--- config.mk ---
export PLATFORM = sky130hd
export DESIGN_NAME = dmem_access_unit
export DESIGN_NICKNAME = d
export VERILOG_FILES = /design/src/rtl/dmem_access_unit.sv
export SDC_FILE = /design/constraint.sdc
export NUM_CORES = 1
export LEC_CHECK = 0
export CAP_MARGIN = 25
export CORE_MARGIN = 10
export CORE_UTILIZATION = 33
export CTS_CLUSTER_DIAMETER = 200
export CTS_CLUSTER_SIZE = 30
export DETAILED_ROUTE_END_ITERATION = 7
export PLACE_DENSITY = 0.86
export SLEW_MARGIN = 20
export SYNTH_ARGS = -nofsm -noshare
export SYNTH_HDL_FRONTEND = slang
export SYNTH_SLANG_ARGS = --single-unit
--- constraint.sdc ---
create_clock -name clk -period 2 [get_ports clk]
set_input_delay 0.4 -clock clk [delete_from_list [all_inputs] [get_ports clk]]
set_output_delay 0.4 -clock clk [all_outputs]
set_load 0.1 [all_outputs]
--- src/rtl/dmem_access_unit.sv ---
// Memory-stage load/store unit: byte-laned bus requests, pipeline freeze, load extension.
// Optional stall-cycle counter enabled by defining DMEM_STALL_COUNT_EN.
module dmem_access_unit #(
    parameter logic [31:0] ADDR_MASK = 32'h1FFF_FFFF
) (
    input  logic        clk,
    input  logic        rst,
    input  logic        memreqM,
    input  logic        memwriteM,
    input  logic [1:0]  memsizeM,
    input  logic        memsignedM,
    input  logic [31:0] addrM,
    input  logic [31:0] writedataM,
    output logic [31:0] readdataM,
    output logic        stallM,
    output logic        adelM,
    output logic        adesM,
    output logic        data_req,
    output logic        data_wr,
    output logic [1:0]  data_size,
    output logic [31:0] data_addr,
    output logic [3:0]  data_wstrb,
    output logic [31:0] data_wdata,
    input  logic        data_addr_ok,
    input  logic        data_data_ok,
    input  logic [31:0] data_rdata,
    output logic [31:0] stall_cnt
);

    typedef enum logic [1:0] {
        S_IDLE,
        S_REQ,
        S_WAIT,
        S_DONE
    } state_t;

    state_t      r_state;
    state_t      w_next;
    logic [31:0] r_rdata;
    logic [31:0] w_ext;
    logic [7:0]  w_byte;
    logic [15:0] w_half;
    logic        w_is_half;
    logic        w_is_word;
    logic        w_misalign;
    logic        w_capture;

    assign w_is_half  = (memsizeM == 2'd1);
    assign w_is_word  = memsizeM[1];
    assign w_misalign = (w_is_half && addrM[0])
                      || (w_is_word && (addrM[1:0] != 2'b00));

    always_ff @(posedge clk) begin
        if (rst) r_state <= S_IDLE;
        else     r_state <= w_next;
    end

    always_comb begin
        w_next    = r_state;
        stallM    = 1'b0;
        data_req  = 1'b0;
        adelM     = 1'b0;
        adesM     = 1'b0;
        w_capture = 1'b0;
        unique case (r_state)
            S_IDLE: begin
                if (memreqM) begin
                    if (w_misalign) begin
                        adelM = ~memwriteM;
                        adesM = memwriteM;
                    end else begin
                        stallM = 1'b1;
                        w_next = S_REQ;
                    end
                end
            end
            S_REQ: begin
                data_req = 1'b1;
                stallM   = 1'b1;
                if (data_addr_ok && data_data_ok) begin
                    w_capture = 1'b1;
                    w_next    = S_DONE;
                end else if (data_addr_ok) begin
                    w_next = S_WAIT;
                end
            end
            S_WAIT: begin
                stallM = 1'b1;
                if (data_data_ok) begin
                    w_capture = 1'b1;
                    w_next    = S_DONE;
                end
            end
            S_DONE: begin
                w_next = S_IDLE;
            end
            default: w_next = S_IDLE;
        endcase
    end

    // Extension is done at capture time; addrM/size are frozen by the stall.
    always_comb begin
        w_byte = data_rdata[7:0];
        unique case (addrM[1:0])
            2'd0: w_byte = data_rdata[7:0];
            2'd1: w_byte = data_rdata[15:8];
            2'd2: w_byte = data_rdata[23:16];
            2'd3: w_byte = data_rdata[31:24];
            default: w_byte = data_rdata[7:0];
        endcase
        w_half = addrM[1] ? data_rdata[31:16] : data_rdata[15:0];
        if (w_is_word)
            w_ext = data_rdata;
        else if (w_is_half)
            w_ext = {{16{memsignedM & w_half[15]}}, w_half};
        else
            w_ext = {{24{memsignedM & w_byte[7]}}, w_byte};
    end

    always_ff @(posedge clk) begin
        if (rst)
            r_rdata <= 32'd0;
        else if (w_capture && !memwriteM)
            r_rdata <= w_ext;
    end

    assign readdataM = r_rdata;
    assign data_wr   = memwriteM;
    assign data_size = w_is_word ? 2'd2 : memsizeM;
    assign data_addr = addrM & ADDR_MASK;

    always_comb begin
        data_wstrb = 4'b0000;
        data_wdata = writedataM;
        if (w_is_word) begin
            data_wdata = writedataM;
            if (memwriteM) data_wstrb = 4'hF;
        end else if (w_is_half) begin
            data_wdata = {2{writedataM[15:0]}};
            if (memwriteM) data_wstrb = addrM[1] ? 4'b1100 : 4'b0011;
        end else begin
            data_wdata = {4{writedataM[7:0]}};
            if (memwriteM) data_wstrb = 4'b0001 << addrM[1:0];
        end
    end

`ifdef DMEM_STALL_COUNT_EN
    logic [31:0] r_stall_cnt;

    always_ff @(posedge clk) begin
        if (rst)
            r_stall_cnt <= 32'd0;
        else if (stallM)
            r_stall_cnt <= r_stall_cnt + 32'd1;
    end

    assign stall_cnt = r_stall_cnt;
`else
    assign stall_cnt = 32'd0;
`endif

endmodule
* Word-level counts from Yosys, hierarchy flattened
Cells that the tools add are included.
Word-level totals: logic and storage cells 60, flip-flop bits (word level) 34, output and inout port bits 139, bits of input ports 105
Cells by class: muxes and demuxes 32, eq/ne operators 11, shift-type cells 1, reduce and logical (&&, ||, !) cells 11, bitwise gates (word level) 3
Operator list (number):
- two-way mux 32 bit | 4
- case mux 8 bit (4 select lines) | 1
- two-way mux 4 bit | 6
- two-way mux 16 bit | 1
- two-way mux 2 bit | 6
- two-way mux 1 bit | 11
- == test 2 bit (second input constant) | 4
- case mux 2 bit (4 select lines) | 1
- == test 2 x 1 -> 1 bit (second input constant) | 3
- inequality test 2 bit (second input constant) | 3
- logical AND 1 bit | 4
- logical NOT 2 bit | 2
- case mux 1 bit (2 select lines) | 2
- AND reduction 4 bit | 1
- << shifter 1 x 2 -> 4 bit (first input constant) | 1
- inequality test 3 bit (second input constant) | 1
- bitwise AND 1 bit | 2
- nonzero test 2 bit | 1
- OR reduction 2 bit | 1
- logical NOT 1 bit | 1
- logical OR 1 bit | 1
- inverter 1 bit | 1

* Logic depth before layout (Yosys ltp)
Gate-level depths: netlist (run 1).
depth in word-level cells 6, depth in mapped cells 8, depth with buffers taken out 6

* Worst setup path before layout (run 1)
Ideal clock, no wire load.
path type input to output, start input port memsizeM[0], end output port data_wdata[24], path buffers 2, arrival 3028 ps, cell stages on the path 4, path slack -1428 ps, data required time 1600 ps, cells stage by stage buf_2 > buf_2 > mux2i_1 > o21ai_0
Between the ends: longest elaborated chain between the ends 3
RTL lines:
- start, declared | RTL line 10 | input logic [1:0] memsizeM,
- == test 2 x 1 -> 1 bit | RTL line 48 | assign w_is_half = (memsizeM == 2'd1);
- two-way mux 32 bit | RTL line 138 | end else if (w_is_half) begin
- two-way mux 32 bit | RTL line 135 | if (w_is_word) begin
- end, declared | RTL line 23 | output logic [31:0] data_wdata,
Every way passes these cells.

* Worst setup path in the final report (run 1)
start input port memwriteM, end output port data_wstrb[2]
Between the ends: longest elaborated chain between the ends 3, elaborated cells on any way between the ends 5, classes of those cells 5 x mux
RTL lines:
- start, declared | RTL line 9 | input logic memwriteM,
- two-way mux 4 bit (on tied branches) | RTL line 143, 140
- two-way mux 4 bit | RTL line 138
- two-way mux 4 bit (*) | RTL line 135
- end, declared | RTL line 22 | output logic [3:0] data_wstrb,
Every way passes the cells marked *; elsewhere a longest branch is shown, timed or not.

==> flow_metrics.py, run 1 <==
metrics = {
    "worst_setup_path": {
        "endpoint_kind": "output pin",
        "regToRegSetupSlack_ns": 0.22,
        "crit_type": "input port to output pin",
        "cp.arrival_ns": 1.56,
        "reg2regPathDepth": 7,
        "cp_slowest_cell": "clkdlybuf4s50_1",
        "endpoint": "data_wstrb[2]",
        "crit_chain": "clkdlybuf4s50_1 -> inv_2 -> nor2_4 -> buf_12",
        "timing.rr.end": "readdataM[26]",
        "required_ns": 1.60,
        "crit_fanout": 5,
        "cp_top_family": "buffers and inverters",
        "crit_start": "memwriteM",
        "r2r_start": "r_state[1]",
        "crit_buf_inv": 3,
        "slowest_delay_ns": 0.63,
        "start_kind": "input port",
        "cp.depth": 4,
    },
    "power": {
        "max-vdd-ir-drop_uv": 567,
        "power.leakage_nw": 2.10,
        "p_per_area_nw_per_um2": 851,
        "power.total_mw": 4.21,
    },
    "floorplanning": {
        "core_area_um2": 8340,
        "start_util": 0.343,
        "fp.dieW_um": 113,
        "die_y_um": 113,
        "num_io_pins": 244,
        "die_area_um2": 12800,
        "fp-row-count": 33,
    },
    "placement": {
        "gp_congestion": 0.831,
        "port_buffers": 151,
        "postPlaceCellArea_um2": 4800,
        "hpwl_mm": 9.77,
    },
    "global_route": {
        "grt_pass1_vias": 3095,
        "grt_pass1_wl_mm": 17.4,
        "antenna_found_initial": 0,
        "grt_max_degree": 33,
        "grt_overflow": 0,
        "grt_util_all_layers": 0.168,
    },
    "drt": {
        "finalWirelength_mm": 11.7,
        "vias_per_cell": 4.91,
        "drcViolationCount": 0,
        "vias": 2953,
        "drtPass1Iterations": 4,
        "wl_met3_mm": 1.19,
        "wl_met2_mm": 6.16,
        "dr.max_layer_used": "met4",
        "wl_per_cell_um": 19.4,
        "wl_met1_mm": 4.20,
        "drtAntennaViolNets": 0,
        "drt_iter0_markers": 93,
    },
    "timing": {
        "setup_viol": 0,
        "final_hold_viol_count": 0,
        "rsz0062_at_grt": "false",
        "fin_crit_sh": 0.981,
        "max_clock_freq_ghz": 0.510,
        "worst_clock_skew_ns": 0.00716,
        "slew_violations": 0,
        "fin_crit_ns": 1.96,
    },
    "worst_hold_path": {
        "min_path_type": "flop to flop",
        "min_path_cells": 2,
    },
    "logic_synthesis": {
        "synth_edf_count": 0,
        "synth_top_area_share": 0.238,
        "syn-cell-area_um2": 2860,
        "avgSynthCellArea_um2": 7.89,
        "synth_top_area_cell": "dfxtp_1",
        "ys_warn_count": 0,
        "ys.flop_type": "dfxtp_1",
        "synth_cells": 363,
        "yosysSeqAreaShare": 0.238,
        "ys_seq_elements": 34,
        "synthArstFlopShare": 0,
        "synth.area.top_cells": "dfxtp_1, buf_4, a211oi_1",
        "yosysUniqueCellTypes": 40,
    },
    "layout": {
        "final_util": 0.593,
        "final_common_cell": "clkdlybuf4s50_1",
        "drive_above_1_share": 0.351,
        "syn_to_final_growth_pct": 72.8,
        "design_area_um2": 4950,
        "layout_common_cells": "clkdlybuf4s50_1, buf_4, buf_12, nor2_1, conb_1",
        "diodes": 0,
        "nFillCells": 716,
        "final_nets": 605,
    },
    "flow_run": {
        "drv_cap": 0,
    },
    "clocking": {
        "clk_pin_slew_ns": 0.08,
        "clk_latency_ns": 0.28,
        "cts_hold_buf": 0,
        "cts_buffers": 5,
        "cts.path.max_buffers": 2,
        "cts_tree": "yes",
        "clockRootBuffer": "clkbuf_8",
        "cts.sinks": 34,
        "htree_levels": 2,
    },
    "run_status": {
        "status": "complete, no violations",
    },
}
-- sequential cells by signal (all words and copies together), names as in the netlist --
| signal | flops |
|---|---|
| readdataM | 32 |
| r_state | 2 |
-- worst min path at each step --
stage / startpoint / end
after detailed placement: readdataM[6] / readdataM[6]
after global placement: readdataM[6] / readdataM[6]
after global routing: memsizeM[1] / readdataM[18]
after CTS: readdataM[6] / readdataM[6]
after floorplan: r_state[1] / r_state[1]
final: readdataM[6] / readdataM[6]
-- cell families after synthesis --
logic type                 share of synthesized area
AOI/OAI and AO/OA                              0.225
adders and majority gates                     0.0218
buffers and inverters                          0.246
DFF                                            0.238
muxes                                          0.126
other                                        0.00131
and+or+nand+nor                                0.143
-- stage by stage --
stage	std cells	TNS [ns]	hold WS [ns]	setup slack [ns]
2_1_floorplan	397	-0.873	0.516	-0.218
3_3_place_gp	591	-7.89	0.462	-0.295
3_5_place_dp	591	-10.99	0.475	-0.333
4_1_cts	599	-0.0129	0.486	-0.00692
5_1_grt	601	0	0.506	0.00335
6_report	601	0	0.498	0.0390
-- report_power, final --
group / total [mW] / switching (mW) / internal, mW
combinational: 2.88 / 1.96 / 0.924
clock: 0.536 / 0.260 / 0.277
sequential: 0.793 / 0.0438 / 0.749
-- per-layer routing --
| layer | up-vias | global-route usage |
|---|---|---|
| li1 | 1416 | - |
| met1 | 1369 | 0.177 |
| met2 | 150 | 0.299 |
| met3 | 18 | 0.0766 |
| met4 | 0 | 0.0355 |
| met5 | - | 0 |
-- final cells by class --
cell class / instances / area (um^2) / share of cell area
multi-input cells: 256 / 1780 / 0.360
clock inverters: 2 / 12.5 / 0.00253
well taps: 105 / 131 / 0.0265
repair buffers: 188 / 2220 / 0.449
flip-flops and latches: 34 / 682 / 0.138
clock buffers: 6 / 82.6 / 0.0167
inverters: 10 / 37.5 / 0.00758
-- cell usage after synthesis (all sizes together), types with 6 or more instances --
cell type and instances:
buf 86, nor2 46, dfxtp 34, a211oi 31
nand2 30, o21ai 19, mux2i 18, mux2 16
a21oi 13, clkbuf 11, inv 10, a22oi 7
a22o 6, and3 6
-- worst register-to-register path, cell delays in order, from the launching register on --
cell,delay (ns)
dfxtp_2,0.37
inv_2,0.07
ha_2,0.33
nand2_1,0.07
or3_4,0.38
a31oi_4,0.19
buf_12,0.17
a211oi_1,0.09
-- what timing repair did --
action | in CTS | in global routing
pin swaps | 0 | 1
setup endpoints to repair | 24 | 25
setup buffers | 0 | 2
resized for setup | 9 | 10
cloned | 0 | 0
No activity file was read; power rests on OpenSTA's default activity.
==> run 2: changes to the inputs <==
--- a/config.mk
+++ b/config.mk
@@ -8,7 +8,7 @@
 export CAP_MARGIN = 25
 export CORE_MARGIN = 10
 export CORE_UTILIZATION = 33
-export CTS_CLUSTER_DIAMETER = 200
+export CTS_CLUSTER_DIAMETER = 60
 export CTS_CLUSTER_SIZE = 30
 export DETAILED_ROUTE_END_ITERATION = 7
 export PLACE_DENSITY = 0.86
==> results of run 2 <==
Final layout, timing and power as in run 1 (identical DEF).
